<file path="config.mk">
export PLATFORM = sky130hd
export DESIGN_NAME = stacktrbuf_ring
export DESIGN_NICKNAME = d
export VERILOG_FILES = /design/src/rtl/stacktrbuf_ring.sv
export SDC_FILE = /design/constraint.sdc
export NUM_CORES = 2
export LEC_CHECK = 0
export BUFFER_PORTS_ARGS = -buffer_cell sky130_fd_sc_hd__buf_2
export CORE_ASPECT_RATIO = 0.9
export CORE_MARGIN = 10
export CORE_UTILIZATION = 25
export CTS_BUF_LIST = sky130_fd_sc_hd__clkbuf_8 sky130_fd_sc_hd__clkbuf_16
export DETAILED_ROUTE_END_ITERATION = 10
export PLACE_DENSITY = 0.41
export RECOVER_POWER = 25
export SYNTH_ARGS = -nofsm -noshare
export SYNTH_HDL_FRONTEND = slang
export SYNTH_SLANG_ARGS = --single-unit
</file>
<file path="constraint.sdc">
create_clock -name i_clk -period 6.8 [get_ports i_clk]
set_input_delay 0.34 -clock i_clk [delete_from_list [all_inputs] [get_ports i_clk]]
set_output_delay 0.34 -clock i_clk [all_outputs]
set_load 0.01 [all_outputs]
</file>
<file path="src/rtl/stacktrbuf_ring.sv">
// Call-stack trace buffer: circular LIFO of {return_addr, call_addr} entries.
// When full, a push overwrites the oldest entry and sets a sticky overflow flag.
// Supports push, pop, push+pop (tail-call replace), clear, and registered reads
// indexed from the top of stack.
module stacktrbuf_ring #(
    parameter int unsigned abits = 5,
    parameter int unsigned dbits = 128
) (
    input  logic             i_clk,
    input  logic             i_rst,
    input  logic             i_clr,
    input  logic             i_push,
    input  logic [dbits-1:0] i_wdata,
    input  logic             i_pop,
    input  logic             i_rd,
    input  logic [abits-1:0] i_ridx,
    output logic             o_rvalid,
    output logic [dbits-1:0] o_rdata,
    output logic [abits:0]   o_count,
    output logic             o_overflow,
    output logic             o_underflow
);

    localparam int unsigned Depth = 1 << abits;
    // Count value of a full buffer, i.e. Depth on abits+1 bits.
    localparam logic [abits:0] CntFull = {1'b1, {abits{1'b0}}};
    localparam logic [abits:0] CntOne  = {{abits{1'b0}}, 1'b1};
    localparam logic [abits-1:0] PtrOne = {{(abits-1){1'b0}}, 1'b1};

    logic [abits-1:0] wptr_q, wptr_d;
    logic [abits:0]   cnt_q, cnt_d;
    logic             ovf_q, ovf_d;
    logic             unf_q, unf_d;
    logic             rvalid_q, rvalid_d;
    logic [dbits-1:0] rdata_q, rdata_d;
    logic [dbits-1:0] mem_q [Depth];

    logic             full;
    logic             empty;
    logic [abits-1:0] top_ptr;
    logic [abits-1:0] rd_ptr;
    logic             rd_hit;
    logic             mem_we;
    logic [abits-1:0] mem_waddr;

    assign full    = (cnt_q == CntFull);
    assign empty   = (cnt_q == '0);
    assign top_ptr = wptr_q - PtrOne;
    // Entry k lives at wptr-1-k, modulo Depth.
    assign rd_ptr  = top_ptr - i_ridx;
    assign rd_hit  = ({1'b0, i_ridx} < cnt_q);

    // Next-state for pointer, count, sticky flags and memory write port.
    always_comb begin
        wptr_d    = wptr_q;
        cnt_d     = cnt_q;
        ovf_d     = ovf_q;
        unf_d     = unf_q;
        mem_we    = 1'b0;
        mem_waddr = wptr_q;

        if (i_clr) begin
            wptr_d = '0;
            cnt_d  = '0;
            ovf_d  = 1'b0;
            unf_d  = 1'b0;
        end else if (i_push && i_pop && !empty) begin
            // Tail call: replace the top entry in place.
            mem_we    = 1'b1;
            mem_waddr = top_ptr;
        end else if (i_push) begin
            // Plain push, or push+pop on an empty buffer.
            mem_we    = 1'b1;
            mem_waddr = wptr_q;
            wptr_d    = wptr_q + PtrOne;
            if (full) begin
                ovf_d = 1'b1;
            end else begin
                cnt_d = cnt_q + CntOne;
            end
        end else if (i_pop) begin
            if (empty) begin
                unf_d = 1'b1;
            end else begin
                wptr_d = wptr_q - PtrOne;
                cnt_d  = cnt_q - CntOne;
            end
        end
    end

    // Read response is taken from pre-update state (read-before-write).
    always_comb begin
        rvalid_d = i_rd;
        rdata_d  = rdata_q;
        if (i_rd) begin
            rdata_d = rd_hit ? mem_q[rd_ptr] : '0;
        end
    end

    // Control and read-response registers with synchronous reset.
    always_ff @(posedge i_clk) begin
        if (i_rst) begin
            wptr_q   <= '0;
            cnt_q    <= '0;
            ovf_q    <= 1'b0;
            unf_q    <= 1'b0;
            rvalid_q <= 1'b0;
            rdata_q  <= '0;
        end else begin
            wptr_q   <= wptr_d;
            cnt_q    <= cnt_d;
            ovf_q    <= ovf_d;
            unf_q    <= unf_d;
            rvalid_q <= rvalid_d;
            rdata_q  <= rdata_d;
        end
    end

    // Entry storage; not reset, contents only meaningful below the count.
    always_ff @(posedge i_clk) begin
        if (!i_rst && mem_we) begin
            mem_q[mem_waddr] <= i_wdata;
        end
    end

    assign o_rvalid    = rvalid_q;
    assign o_rdata     = rdata_q;
    assign o_count     = cnt_q;
    assign o_overflow  = ovf_q;
    assign o_underflow = unf_q;

endmodule

</file>
* After elaboration in Yosys (flattened, before gate mapping)
Memories as Yosys holds them, arrays and structs flattened.
Index checks and enable logic that the tools add are counted.
** Operators by class
- $lt $le $gt $ge :: 1
- Bitwise gates (word level) :: 2
- Equal/unequal tests :: 3
- Reductions and logical operators :: 12
- Multiplexer cells :: 15
- Add/subtract/negate cells :: 5
** Operators by type and width (number)
- 128-bit 2-to-1 mux :: 1
- 5-bit 2-to-1 mux :: 5
- 6-bit 2-to-1 mux :: 4
- 4-bit AND reduction :: 2
- 6-bit by 1-bit adder with 6-bit output (second input constant) :: 1
- 6-bit == test (second input constant) :: 1
- 6-bit logical NOT :: 1
- 5-bit by 6-bit less-than comparator with 1-bit output :: 1
- 3-bit AND reduction :: 2
- 6-bit by 1-bit subtractor with 6-bit output (second input constant) :: 1
- 5-bit by 1-bit adder with 5-bit output (second input constant) :: 1
- 1-bit 2-to-1 mux :: 5
- 5-bit by 1-bit subtractor with 5-bit output (second input constant) :: 1
- 5-bit subtractor :: 1
- 2-bit inequality test (second input constant) :: 2
- 1-bit logical AND :: 3
- 1-bit logical NOT :: 2
- 1-bit inverter :: 2
- 2-bit nonzero test :: 1
- 2-bit OR reduction :: 1
** Word-level totals
- Input bits :: 139
- Memories kept :: 1
- Output and inout bits :: 137
- Flip-flop bits (word level) :: 142
- Logic and storage cells :: 45
- RAM bits :: 4096
** Memories
- mem_q :: words 32, bits a word 128, read ports 1, clocked after Yosys merged registers in 0, write ports 1, line 36 : logic [dbits-1:0] mem_q [Depth];

* Longest topological paths before layout
- Depth after elaboration :: 8
- Depth in mapped cells :: 14
- Mapped depth without buffers :: 10

* Worst setup path after synthesis
OpenSTA, ideal clock, no wires.
- Path kind :: register -> register
- From :: register cnt_q[0] (netlist: o_count[0])
- To :: memory mem_q[14][0], enable pin
- Required time :: 6.183 ns
- Arrival :: 6.963 ns
- Clock period less this slack :: 7.580 ns
- Setup time :: 0.617 ns
- Setup slack :: -0.780 ns
- Cell stages (with the launch flop) :: 8
- Buffers on the path :: 1
- Cell sequence :: dfxtp_1 -> nor4_1 -> a311oi_1 -> clkbuf_1 -> nand2_1 -> o22ai_1 -> nand2_1 -> nor2_1
** On the way
- Cells in the longest elaborated chain, start to end :: 8
- Elaborated cells on any way between the ends :: 10
- Those cells by class :: 6 x mux; 4 x reduce/logical
** RTL lines
- from (decl) :: line 31 : logic [abits:0] cnt_q, cnt_d;
- from (signal assigned) :: line 111 : cnt_q <= cnt_d;
- 6-bit logical NOT * :: line 47 : assign empty = (cnt_q == '0);
- 1-bit logical NOT * :: line 67 : end else if (i_push && i_pop && !empty) begin
- 1-bit logical AND * :: line 67
- 1-bit 2-to-1 mux :: line 67
- 1-bit 2-to-1 mux :: line 62 : if (i_clr) begin
- 1-bit logical AND :: line 121 : if (!i_rst && mem_we) begin
- 1-bit 2-to-1 mux :: line 121
- 1-bit 2-to-1 mux (implied by the code) :: line 122 : mem_q[mem_waddr] <= i_wdata;
- to (decl) :: line 36
Every way passes the cells marked *; elsewhere a longest branch is shown, timed or not.

* Final worst setup path
- From :: register wptr_q[0]
- To :: register rdata_q[77] (netlist: o_rdata[77])
** On the way
- Cells in the longest elaborated chain, start to end :: 4
** RTL lines
- from (decl) :: line 30 : logic [abits-1:0] wptr_q, wptr_d;
- from (signal assigned) :: line 110 : wptr_q <= wptr_d;
- 5-bit by 1-bit subtractor with 5-bit output :: line 48 : assign top_ptr = wptr_q - PtrOne;
- 5-bit subtractor :: line 50 : assign rd_ptr = top_ptr - i_ridx;
- memory read 32 x 128 bit
- 128-bit 2-to-1 mux :: line 96 : rdata_d = rd_hit ? mem_q[rd_ptr] : '0;
- to (signal assigned) :: line 115 : rdata_q <= rdata_d;
- to (decl) :: line 35 : logic [dbits-1:0] rdata_q, rdata_d;
Every way passes these cells.
A chain may end at the register's enable or synchronous reset.

==> impl_metrics.py <==
metrics = {
    "run_status": {
        "status": "complete, but fails checks",
        "violations": "max-capacitance violations, max-slew violations",
    },
    "critical_path": {
        "crit_path_end_kind": "flop",
        "cp.arrival_ps": 5620,
        "reg2regPathDepth": 9,
        "required_ps": 7630,
        "crit_fanout": 116,
        "cp-startpoint": "wptr_q[0]",
        "r2r_slack_ps": 2010,
        "reg2reg_to": "o_rdata[77]",
        "r2r-start": "wptr_q[0]",
        "crit_type": "reg2reg",
        "crit_chain": "inv_1, ha_1, inv_1, fa_4, buf_12, mux4_2, mux4_2, nand2_1, o211ai_1",
        "setup.worst_path.start_class": "flop",
        "crit_path_end": "o_rdata[77]",
        "cp_slowest_cell": "fa_4",
        "critPathMaxStageDelay_ps": 1420,
    },
    "floorplanning": {
        "chipWidth_um": 863,
        "die-height_um": 779,
        "core_sq_um": 637000,
        "io-pin-count": 276,
        "row_count": 278,
        "initial_core_util_pct": 25.1,
        "dieArea_sq_um": 672000,
    },
    "synthesis": {
        "ys_ff_latch": 4238,
        "syn_area_sq_um": 160000,
        "synth_commonest_cells": "4,096 x edfxtp_1, 1,152 x mux4_2, 260 x clkbuf_1, 149 x nand2_1, 142 x dfxtp_1",
        "syn_nets": 6750,
        "yosysWarnings": 0,
        "yosys-top-cells-area": "edfxtp_1 77%, mux4_2 16%, dfxtp_1 1.8%",
        "synth.avg_cell_area_sq_um": 24.3,
        "ys_seq_area_share_pct": 78.7,
        "async_flop_share_pct": 0,
        "synth_top_cell_by_area": "edfxtp_1",
        "ys.flop_type": "edfxtp_1",
        "synth_cells": 6595,
        "synthDistinctLibCells": 52,
        "synth-edff-count": 4096,
        "yosysMostFrequentCell": "edfxtp_1",
        "synthDominantCellAreaShare_pct": 76.9,
    },
    "routing": {
        "remaining_drc_errors": 0,
        "drt_pass1_iterations": 5,
        "routed_via_density": 4.61,
        "dr_total_vias": 75000,
        "drtIter0Drc": 6387,
        "wl_per_cell_um": 29.9,
        "postRouteAntennaNets": 0,
        "wl_um": 487000,
    },
    "power": {
        "worst_ir_drop_vdd_v": 0.000364,
        "power_mw": 62.8,
        "p_per_area_nw_per_um2": 331,
        "p_leak_nw": 58.4,
    },
    "min_path": {
        "hp-class": "in2reg",
    },
    "placement": {
        "placed_cells": 15300,
        "place_congestion": 0.693,
        "io_buffers": 275,
        "hpwl_um": 250000,
    },
    "timing": {
        "max_slew_margin_pct": -4.45,
        "finalHoldViolations": 0,
        "period_share_pct": 70.4,
        "setup_viol": 0,
        "drv_slew": 131,
        "worst_pin_slew_ps": 1570,
        "clock-skew-final_ps": 94.2,
        "hold-worst-slack_ps": 213,
        "min_period_ps": 4790,
        "rsz0062_at_grt": "no",
        "max_freq_mhz": 209,
        "tns_ps": 0,
    },
    "clocking": {
        "h-tree-depth": 5,
        "cts_tree": "yes",
        "cts_inserted_buffers": 454,
        "cts.clk_slew.worst_paths_ps": 60,
        "insertion_delay_ps": 1050,
        "cts_root_buffer": "clkbuf_16",
        "clock-sinks": 4238,
        "cts.path.max_buffers": 4,
    },
    "grt": {
        "grt_pass1_wl_um": 673000,
        "grtUsageTotal_pct": 14.1,
        "antenna_found_initial": 56,
        "grt_max_degree": 117,
        "gr-total-overflow": 0,
        "first_global_vias": 79200,
    },
    "layout": {
        "fin_nets": 7485,
        "area_growth_syn_to_layout_pct": 18.4,
        "final_cells": 16300,
        "final_util_pct": 29.7,
        "drive_gt1_share_pct": 30.6,
    },
    "run": {
        "drv_cap": 4,
    },
}
power breakdown:
| part | internal [mW] | switching (mW) |
|---|---|---|
| sequential | 28.9 | 0.232 |
| combinational | 4.28 | 5.25 |
| clock | 13.8 | 10.4 |
| total | 46.9 | 15.9 |
cell type report:
class | instances | area (sq um)
Antenna cell | 7 | 17.5
Clock buffer | 502 | 12000
Clock inverter | 343 | 2610
Fill cell | 61700 | 448000
Inverter | 17 | 63.8
Multi-Input combinational cell | 1979 | 32800
Sequential cell | 4238 | 126000
Tap cell | 8540 | 10700
Timing Repair Buffer | 640 | 5470
how the worst min path moves through the flow:
| stage | startpoint | to | slack (ps) | depth (start not counted) |
|---|---|---|---|---|
| final | i_rd | o_rvalid | 210 | 3 |
| after global routing | i_rd | o_rvalid | 200 | 3 |
| after CTS | i_rd | o_rvalid | 100 | 3 |
| after detailed placement | o_overflow | o_overflow | 460 | 2 |
| after global placement | o_overflow | o_overflow | 460 | 2 |
| after floorplan | i_rst | o_rvalid | 420 | 1 |
stage by stage:
stage / area, sq um / worst slack (ps)
floorplan: 160000 / -780
global placement: 174000 / 1970
detailed placement: 174000 / 2020
CTS: 190000 / 2010
global route: 189000 / 1850
finish: 190000 / 2010
cell usage in the layout (no fill, tap or decap), drive strengths merged, types with 2 or more instances in the layout:
| master | synthesis | layout |
|---|---|---|
| o21a | 2 | 2 |
| o31ai | 3 | 3 |
| clkinv | 0 | 153 |
| a32oi | 130 | 130 |
| diode | 0 | 7 |
| clkinvlp | 0 | 10 |
| o2bb2ai | 2 | 2 |
| a21o | 4 | 4 |
| and3 | 3 | 3 |
| fa | 2 | 2 |
| nor2b | 3 | 3 |
| inv | 17 | 168 |
| o211ai | 127 | 127 |
| dfxtp | 142 | 142 |
| xnor2 | 8 | 8 |
| nand4 | 3 | 3 |
| a21oi | 9 | 9 |
| bufinv | 0 | 29 |
| nand2b | 4 | 4 |
| a22o | 2 | 2 |
| dlygate4sd3 | 0 | 134 |
| xor2 | 8 | 8 |
| ha | 14 | 14 |
| mux4 | 1152 | 1152 |
| buf | 101 | 430 |
| a41oi | 2 | 2 |
| o21ai | 7 | 7 |
| or2 | 2 | 2 |
| mux2 | 130 | 130 |
| edfxtp | 4096 | 4096 |
| nand2 | 149 | 149 |
| mux2i | 133 | 133 |
| clkbuf | 260 | 578 |
| nor2 | 61 | 61 |
| nand3 | 2 | 2 |
| nor3 | 5 | 5 |
critical path, delay by kind of cell, from the launching register on:
family	cells	cell delay [ps]
compound gates	1	100
fa+ha+maj	2	1820
buf+inv	3	860
flops	1	520
mux	2	890
simple gates	1	100
layer usage:
| layer | wire length (um) | global-route usage, % | share of wire (%) | vias to the layer above |
|---|---|---|---|---|
| li1 | - | - | - | 30100 |
| met1 | 224000 | 20.0 | 46 | 42500 |
| met2 | 230000 | 22.9 | 47 | 1828 |
| met3 | 22800 | 2.21 | 4.7 | 614 |
| met4 | 9640 | 2.78 | 2.0 | 26 |
| met5 | 173 | 0 | 0.036 | - |
repair_timing:
action | 4_1_cts | 5_1_grt
buffers inserted | 0 | 0
hold buffers | 134 | 0
endpoints found under the hold margin | 4110 | 0
endpoints found under the setup margin | 0 | 0
resized for setup | 0 | 0
logic make-up (layout without fill, tap and decap cells):
group	count (synthesis)	in the layout	synth area share [%]
flops	4238	4238	78.7
simple gates	237	237	0.597
mux	1415	1415	18.0
other cells	0	7	0
xor+xnor	16	16	0.109
fa+ha+maj	16	16	0.135
buf+inv	378	1502	1.06
compound gates	295	295	1.48
registers in the layout, indices dropped and copies added, names as in the netlist:
register,count
o_rdata,128
o_count,6
wptr_q,5
o_underflow,1
o_rvalid,1
mem_q,4096
o_overflow,1
Power figures use the tool's default switching activity.
